[src/rtl/pipe_ctrl_pkg.sv]
// rtl/pipe_ctrl_pkg.sv - shared stall bus layout, stall patterns and FSM encodings for pipe_ctrl
package pipe_ctrl_pkg;

  localparam int STALL_BUS_W = 6;

  localparam int STG_PC  = 0;
  localparam int STG_IF  = 1;
  localparam int STG_ID  = 2;
  localparam int STG_EX  = 3;
  localparam int STG_MEM = 4;
  localparam int STG_WB  = 5;

  // Stall the named stage and everything in front of it; later stages drain.
  localparam logic [STALL_BUS_W-1:0] STALL_NONE = 6'b000000;
  localparam logic [STALL_BUS_W-1:0] STALL_ID   = 6'b000111;
  localparam logic [STALL_BUS_W-1:0] STALL_EX   = 6'b001111;

  localparam logic RSTN_ENABLE = 1'b0;

  typedef enum logic [1:0] {
    PC_IDLE  = 2'd0,
    PC_MC    = 2'd1,
    PC_FLUSH = 2'd2
  } pc_state_e;

endpackage

[src/rtl/pipe_mc_cnt.sv]
// rtl/pipe_mc_cnt.sv - loadable down-counter timing EX multi-cycle operations
module pipe_mc_cnt
  import pipe_ctrl_pkg::*;
#(
  parameter int CNT_W = 6
) (
  input  logic             clk,
  input  logic             rst,
  input  logic             clr,
  input  logic             load,
  input  logic [CNT_W-1:0] load_val,
  input  logic             dec,
  output logic             zero
);

  logic [CNT_W-1:0] cnt;

  // Decrement stops at zero so the value never wraps.
  always_ff @(posedge clk) begin
    if (rst == RSTN_ENABLE || clr) begin
      cnt <= '0;
    end else if (load) begin
      cnt <= load_val;
    end else if (dec && cnt != '0) begin
      cnt <= cnt - CNT_W'(1);
    end
  end

  assign zero = (cnt == '0);

endmodule

[src/rtl/pipe_ctrl.sv]
// rtl/pipe_ctrl.sv - pipeline stall/flush sequencer; PIPE_CTRL_PERF_EN adds stall/flush counters
module pipe_ctrl
  import pipe_ctrl_pkg::*;
#(
  parameter int          CNT_W    = 6,
  parameter logic [31:0] RESET_PC = 32'h1c000000
) (
  input  logic                   clk,
  input  logic                   rst,
  input  logic                   id_stallreq_i,
  input  logic                   ex_mc_start_i,
  input  logic [CNT_W-1:0]       ex_mc_len_i,
  input  logic                   ex_mc_done_i,
  input  logic                   flush_req_i,
  input  logic [31:0]            flush_pc_i,
`ifdef PIPE_CTRL_PERF_EN
  output logic [31:0]            stall_cyc_o,
  output logic [31:0]            flush_cnt_o,
`endif
  output logic [STALL_BUS_W-1:0] stall_o,
  output logic                   flush_o,
  output logic [31:0]            new_pc_o,
  output logic                   mc_busy_o
);

  pc_state_e state, state_nxt;
  logic      cnt_zero;
  logic      cnt_clr;
  logic      cnt_load;
  logic      cnt_dec;
  logic      mc_long;

  assign mc_long = (ex_mc_len_i >= CNT_W'(2));

  always_ff @(posedge clk) begin
    if (rst == RSTN_ENABLE) begin
      state    <= PC_IDLE;
      flush_o  <= 1'b0;
      new_pc_o <= RESET_PC;
    end else begin
      state   <= state_nxt;
      flush_o <= flush_req_i;
      if (flush_req_i) begin
        new_pc_o <= flush_pc_i;
      end
    end
  end

  always_comb begin
    state_nxt = state;
    cnt_clr   = 1'b0;
    cnt_load  = 1'b0;
    cnt_dec   = 1'b0;
    if (flush_req_i) begin
      state_nxt = PC_FLUSH;
      cnt_clr   = 1'b1;
    end else begin
      case (state)
        PC_IDLE: begin
          if (ex_mc_start_i && mc_long) begin
            state_nxt = PC_MC;
            cnt_load  = 1'b1;
          end
        end
        PC_MC: begin
          if (cnt_zero || ex_mc_done_i) begin
            state_nxt = PC_IDLE;
            cnt_clr   = 1'b1;
          end else begin
            cnt_dec = 1'b1;
          end
        end
        PC_FLUSH: state_nxt = PC_IDLE;
        default:  state_nxt = PC_IDLE;
      endcase
    end
  end

  // Stall is combinational so a load-use bubble takes effect in the same cycle.
  always_comb begin
    stall_o   = STALL_NONE;
    mc_busy_o = 1'b0;
    if (rst != RSTN_ENABLE) begin
      case (state)
        PC_MC: begin
          stall_o   = STALL_EX;
          mc_busy_o = 1'b1;
        end
        PC_IDLE:  stall_o = id_stallreq_i ? STALL_ID : STALL_NONE;
        default:  stall_o = STALL_NONE;
      endcase
    end
  end

  pipe_mc_cnt #(
    .CNT_W(CNT_W)
  ) u_mc_cnt (
    .clk      (clk),
    .rst      (rst),
    .clr      (cnt_clr),
    .load     (cnt_load),
    .load_val (ex_mc_len_i - CNT_W'(2)),
    .dec      (cnt_dec),
    .zero     (cnt_zero)
  );

`ifdef PIPE_CTRL_PERF_EN
  always_ff @(posedge clk) begin
    if (rst == RSTN_ENABLE) begin
      stall_cyc_o <= '0;
      flush_cnt_o <= '0;
    end else begin
      if (stall_o != STALL_NONE && stall_cyc_o != '1) begin
        stall_cyc_o <= stall_cyc_o + 32'd1;
      end
      if (state == PC_FLUSH && flush_cnt_o != '1) begin
        flush_cnt_o <= flush_cnt_o + 32'd1;
      end
    end
  end
`endif

  // EX is frozen during MC, so a new start there indicates an upstream bug.
  mc_start_in_mc : assert property (@(posedge clk) disable iff (rst == RSTN_ENABLE)
                                    (state == PC_MC) |-> !ex_mc_start_i);

endmodule

[config.mk]
export PLATFORM = sky130hd
export DESIGN_NAME = pipe_ctrl
export DESIGN_NICKNAME = d
export VERILOG_FILES = /design/src/rtl/pipe_ctrl_pkg.sv /design/src/rtl/pipe_mc_cnt.sv /design/src/rtl/pipe_ctrl.sv
export SDC_FILE = /design/constraint.sdc
export NUM_CORES = 1
export LEC_CHECK = 0
export BUFFER_PORTS_ARGS = -buffer_cell sky130_fd_sc_hd__buf_2
export CAP_MARGIN = 20
export CORE_MARGIN = 2
export CORE_UTILIZATION = 30
export DETAILED_ROUTE_END_ITERATION = 6
export GPL_ROUTABILITY_DRIVEN = 0
export PLACE_DENSITY = 0.66
export SLEW_MARGIN = 5
export SYNTH_ARGS = -nofsm -noshare
export SYNTH_HDL_FRONTEND = slang
export SYNTH_SLANG_ARGS = --single-unit
[constraint.sdc]
create_clock -name clk -period 3.35 [get_ports clk]
set_clock_uncertainty 0.1 [all_clocks]
set_input_delay 0.1675 -clock clk [delete_from_list [all_inputs] [get_ports clk]]
set_output_delay 0.1675 -clock clk [all_outputs]
set_load 0.01 [all_outputs]
* Word level (Yosys, flattened, before mapping)
Index checks and enable logic that the tools add are counted.
Cells by class: add/subtract/negate cells 2, order comparisons 1, equality and inequality tests 5, multiplexer cells 20, bitwise operators 1, reduce and logical (&&, ||, !) cells 11
Operator list (count):
- 6-bit 2-to-1 mux | 2
- 1-bit 2-to-1 mux | 11
- 4-bit one-hot mux with 2 select lines | 1
- 6-bit by 2-bit >= comparator with 1-bit output (second input constant) | 1
- 6-bit zero test | 1
- 2-bit 2-to-1 mux | 3
- 3-bit inequality test (second input constant) | 2
- 6-bit nonzero test | 1
- 6-bit by 1-bit subtractor with 6-bit output (second input constant) | 1
- 6-bit by 2-bit subtractor with 6-bit output (second input constant) | 1
- 4-bit 2-to-1 mux | 1
- 2-bit inequality test (second input constant) | 2
- 2-bit one-hot mux with 2 select lines | 1
- 2-bit AND reduction | 2
- 3-bit 2-to-1 mux | 1
- 2-bit by 1-bit equality test with 1-bit output (second input constant) | 1
- 1-bit logical AND | 2
- 2-bit zero test | 1
- 1-bit logical OR | 2
- 2-bit nonzero test | 1
- 2-bit OR reduction | 1
- 1-bit inverter | 1
Word-level totals: flip-flop bits (word level) 41, bits of input ports 44, output and inout port bits 40

* Longest topological paths before layout
word-level depth 8, mapped depth 6, gate-level depth less buffers 6

* By module
A second synthesis with hierarchy kept.
Unflattened totals: cells, all modules 185, area, all modules 1874.3 um2
By module, submodules not included:
- pipe_ctrl | times used 1, cells an instance 140, area each 1485.2 um2, sequential area each 700.7 um2
- pipe_mc_cnt | times used 1, cells an instance 45, area each 389.1 um2, sequential area each 120.1 um2

* Least setup slack after synthesis
OpenSTA, ideal clock, no wires.
path kind flip-flop to flip-flop, from register u_mc_cnt.cnt[0], to register u_mc_cnt.cnt[3], library setup time 0.150 ns, arrival 1.573 ns, setup slack 1.528 ns, stages on the path, launching flop included 7, period minus slack after synthesis 1.822 ns, cells stage by stage dfxtp_1 inv_1 ha_1 nor2b_1 a21oi_1 o311ai_1 nor3_1
On the way: cells in the longest elaborated chain, start to end 7, elaborated cells between the ends (all ways) 15
RTL lines:
- start: declaration | RTL line pipe_mc_cnt.sv:16 | logic [CNT_W-1:0] cnt;
- start signal: assignment | RTL line pipe_mc_cnt.sv:23 | cnt <= load_val;
- start signal: assignment | RTL line pipe_mc_cnt.sv:25 | cnt <= cnt - CNT_W'(1);
- parallel branches: the longest is 7 deep, another holds 6-bit by 1-bit subtractor with 6-bit output
Parallel ways; which one is timed is not known. The select of a mux whose other input is x is not followed. A chain may end at the register's enable or synchronous reset.

* Worst setup path in the final report
Ends and elaborated chain as after synthesis.

==> impl_summary.md <==
Layout
The final layout contains 305 nets. Counting the fill cells in the layout gives around 600. The area of the multi-input gates is 915 µm². The footprint of the flip-flops and latches is 821 µm². In the final layout, the share of cells above drive strength 1 is 0.375. For this run, the number of standard cells in the final layout without fillers is ~330. The number of antenna repair diodes is 0.

The layout overhead on the synthesized area is 29.6%. The fraction of the core area covered by cells at the end of the flow is 0.404.

Setup path
Data arrives at the worst endpoint at roughly 2.2 ns. Data on the critical path is required at its endpoint by roughly 3.4 ns. Broken down by cell family, the worst path's largest delay share belongs to compound AO/OA/AOI/OAI gates.

Of all nets on the critical path, the largest fanout is 6. Traced cell by cell, the critical path runs through inv_1, ha_1, nor2b_1, a21oi_1, o311ai_1, nor3_1. In this run the critical register-to-register path is launched from u_mc_cnt.cnt[0]. The worst setup path is of the reg2reg kind. The kind of capture point of the worst setup path is a register. Among all stages on the critical path, the largest delay is contributed by sky130_fd_sc_hd__o311ai_1. The number of buffers and inverters on the critical path is 1. The setup slack of the worst register-to-register path is around 1.2 ns.

The startpoint type of the worst setup path is a register. The largest incremental delay on the critical path is around 0.71 ns. The reg-to-reg endpoint is u_mc_cnt.cnt[3].

The number of cells on the worst reg-to-reg path is 6.

Clocking
The total CTS buffers is 5. The tree is rooted in a sky130_fd_sc_hd__clkbuf_8. Clock-pin slew was measured on the worst setup and hold paths at 0.08 ns. The clock passes through at most 2 buffers. The clock tree from TritonCTS is done. The total clock sinks is a little over 40. Post-CTS timing repair inserted 0 buffers for setup. In this run, post-CTS repair resized a total of 0 instances. The maximum level of the CTS H-tree is 2. The later pin in the worst-skew pair is clocked with a latency of between 0.2 and 0.3 ns.

Global routing
The total global routing track utilization is 0.116. The first global-routing pass estimated ~6.0 mm of wire. The sum of overflow across all layers after global routing is 0. The via count of the first global-routing pass was roughly 1400.

The number of antenna violations at the first check in global routing is 0. The pin count of the biggest net entering global routing is 39.

Place
In this run, placement finished with an instance count of 323. Once detailed placement completed, the half-perimeter wirelength came to between 2 and 3 mm. The count of buffers added on input and output ports is 81.

Power and ir drop
In this run the static leakage power is about 1.1 nW. The fraction of power spent switching nets is 0.256. Power spread over the standard cell area amounts to roughly 420 nW/µm². The total power is approximately 1 mW.

The internal power consumption is between 0.7 and 0.8 mW. The share of total power dissipated in combinational logic is 0.160. In this run the power spent charging and discharging nets is between 0.2 and 0.3 mW. Of the total power, registers draw 0.530. The share of total power dissipated in the clock network is 0.310. VDD sags by at most approximately 0.00021 V.

Synthesis
The area fraction in and, or, nand and nor cells after synthesis is 0.184. The flip-flop and latch count after synthesis is 41. After synthesis, the share of cell area in mux cells is 0.185. The top cell type by total area after synthesis is sky130_fd_sc_hd__dfxtp_1. The top-area cell type share of the netlist area is 0.444.

The average size of a mapped cell is about 10 µm². Yosys mapped a number of flops with a built-in enable equal to 0. Of the total synthesized cell area, the portion taken by full adders, half adders and majority gates is 0.0203.

The synthesized netlist contains 40 unique library cells. Counting every instance in the synthesized netlist gives approximately 180. The most common flop cell mapped by yosys is sky130_fd_sc_hd__dfxtp_1.

In the synthesized netlist the async set-or-reset flop fraction comes to 0. The main combinational cell family by area after synthesis is multiplexers. The area of the mapped netlist is about 1800 µm².

The portion of the post-synthesis area used by sequential elements is 0.444. The complex-gate fraction of the synthesized area came to 0.0921. In the post-synthesis netlist, the biggest area contributors are sky130_fd_sc_hd__dfxtp_1 (44%), sky130_fd_sc_hd__mux2i_1 (18%), sky130_fd_sc_hd__nor2b_1 (11%). The area share of xor/xnor cells in the synthesized design is 0.00949. The number of warnings issued by yosys is 0.

Route
The highest metal layer with signal wires is met4. For this block, the initial DRC count from the detailed router was 63. The first detailed-routing pass ran for 4 iterations. The number of nets still failing antenna checks after routing is 0. The routed layout has approximately 1500 vias. In the routed layout, each cell is associated on average with a via count of around 4.5. After detailed routing, the average wire length per cell comes to between 10 and 15 µm. For this block, wires on met1 add up to around 1.7 mm. Summed over all nets, wire length on met3 after detailed routing comes to between 200 and 300 µm. After detailed routing, the met2 layer carries between 1.5 and 2 mm of wire. In the routed design, unresolved DRC markers number 0. The routed design has 3.88 mm of wire.

Min path
The worst hold path was traced through 3 stages. The path class of the tightest hold or removal check is in2reg. The endpoint of the worst hold-timing path is new_pc_o[3].

In this run the most critical hold path is launched from flush_pc_i[3].

Die
The total area inside the core boundary comes to between 5000 and 6000 µm². The die area is approximately 6800 µm². The total number of placement rows is 28. The horizontal extent of the die is between 80 and 90 µm. The effective utilization at floorplan is 0.312. The die height is 82.5 µm. 84 I/O pins were placed.

Timing
On the final layout, the worst hold slack is ~0.034 ns. Setup repair after global routing left no endpoint under its margin. The number of hold violations in the final report is 0. The number of pins with negative max-slew slack in the final report came to 0. The share of the cycle needed by the critical path after routing is 0.642. For the pin with the worst max-slew slack, the measured transition is roughly 0.84 ns.

The setup TNS is 0 ns. The clock period could shrink to around 2.1 ns. The number of endpoints failing setup at the final stage is 0. For this run, the top clock speed supported by timing is around 0.47 GHz. The worst slew margin relative to its limit is 0.433.

Status
The run finished with clean final reports.

Flow run
The max-capacitance violation count is 0.
-- worst reg2reg max path, stage by stage (launching register included) --
cell                       delay [ns]
sky130_fd_sc_hd__dfxtp_1         0.34
sky130_fd_sc_hd__inv_1           0.09
sky130_fd_sc_hd__ha_1            0.17
sky130_fd_sc_hd__nor2b_1         0.35
sky130_fd_sc_hd__a21oi_1         0.12
sky130_fd_sc_hd__o311ai_1        0.71
sky130_fd_sc_hd__nor3_1          0.13
-- power by group through the flow --
stage,Combinational (mW),Sequential (mW),Clock [mW]
after CTS,0.162,0.528,0.328
after global placement,0.157,0.538,0
after detailed placement,0.159,0.539,0
after floorplan,0.0864,0.550,0
final,0.160,0.528,0.309
after global routing,0.178,0.532,0.347
-- final cells by class --
class                      count  area share
tap                           75      0.0392
inverter                      10      0.0157
clock inverter                 1     0.00314
sequential                    41       0.343
timing repair buffer          85       0.185
clock buffer                   7      0.0319
multi-input combinational    115       0.382
-- cells by family after synthesis --
| group | count (synthesis) |
|---|---|
| muxes | 34 |
| DFF | 41 |
| adders and majority gates | 3 |
| and+or+nand+nor | 54 |
| buffers and inverters | 23 |
| xor gates and xnor gates | 2 |
| other | 1 |
| AOI/OAI and AO/OA | 20 |
-- metal layers --
metal	vias up	global-route usage
met1	679	0.134
met4	0	0.0400
met2	49	0.198
met3	6	0.0402
li1	757	-
met5	-	0
-- synth_stat cells, types with 2 or more instances --
master	count
sky130_fd_sc_hd__nand2_1	3
sky130_fd_sc_hd__dfxtp_1	41
sky130_fd_sc_hd__ha_1	3
sky130_fd_sc_hd__buf_4	5
sky130_fd_sc_hd__nor3_1	2
sky130_fd_sc_hd__mux2i_1	33
sky130_fd_sc_hd__nor2b_1	31
sky130_fd_sc_hd__buf_2	2
sky130_fd_sc_hd__inv_1	10
sky130_fd_sc_hd__a21oi_1	3
sky130_fd_sc_hd__a211oi_1	3
sky130_fd_sc_hd__a31o_2	2
sky130_fd_sc_hd__and2_1	2
sky130_fd_sc_hd__clkbuf_1	4
sky130_fd_sc_hd__nor3b_1	2
sky130_fd_sc_hd__nor2_1	8
-- how the worst max path moves through the flow --
stage / from / to / slack [ns] / depth (start not counted)
2_1_floorplan: u_mc_cnt.cnt[0] / u_mc_cnt.cnt[3] / 1.53 / 6
3_3_place_gp: u_mc_cnt.cnt[0] / u_mc_cnt.cnt[3] / 1.31 / 6
5_1_grt: u_mc_cnt.cnt[0] / u_mc_cnt.cnt[3] / 0.94 / 6
4_1_cts: u_mc_cnt.cnt[0] / u_mc_cnt.cnt[3] / 1.14 / 6
3_5_place_dp: u_mc_cnt.cnt[0] / u_mc_cnt.cnt[3] / 1.14 / 6
6_report: u_mc_cnt.cnt[0] / u_mc_cnt.cnt[3] / 1.20 / 6
-- registers in the layout (all words and copies together), names as in the netlist --
| signal | cells |
|---|---|
| u_mc_cnt.cnt | 6 |
| new_pc_o | 32 |
| state | 2 |
| flush_o | 1 |
-- cell usage in the layout (no fill, tap or decap), drive strengths merged, types with 3 or more instances in the layout --
cell / synthesis / routed
ha: 3 / 3
clkbuf: 4 / 7
nor2b: 31 / 31
inv: 10 / 10
mux2i: 33 / 33
buf: 9 / 82
nor2: 8 / 8
a211oi: 3 / 3
dlygate4sd3: 0 / 3
dfxtp: 41 / 41
nand2: 3 / 3
a21oi: 3 / 3
-- metrics by stage --
step	setup slack, ns	instance area, µm²
6_report	1.20	2390
5_1_grt	0.945	2390
4_1_cts	1.14	2390
3_5_place_dp	1.14	2280
3_3_place_gp	1.31	2280
2_1_floorplan	1.53	1850
-- what timing repair did --
item	CTS	global route
hold buffers	3	0
hold endpoints to repair	3	0
setup endpoints to repair	0	0
(Power assumes the default switching activity.)
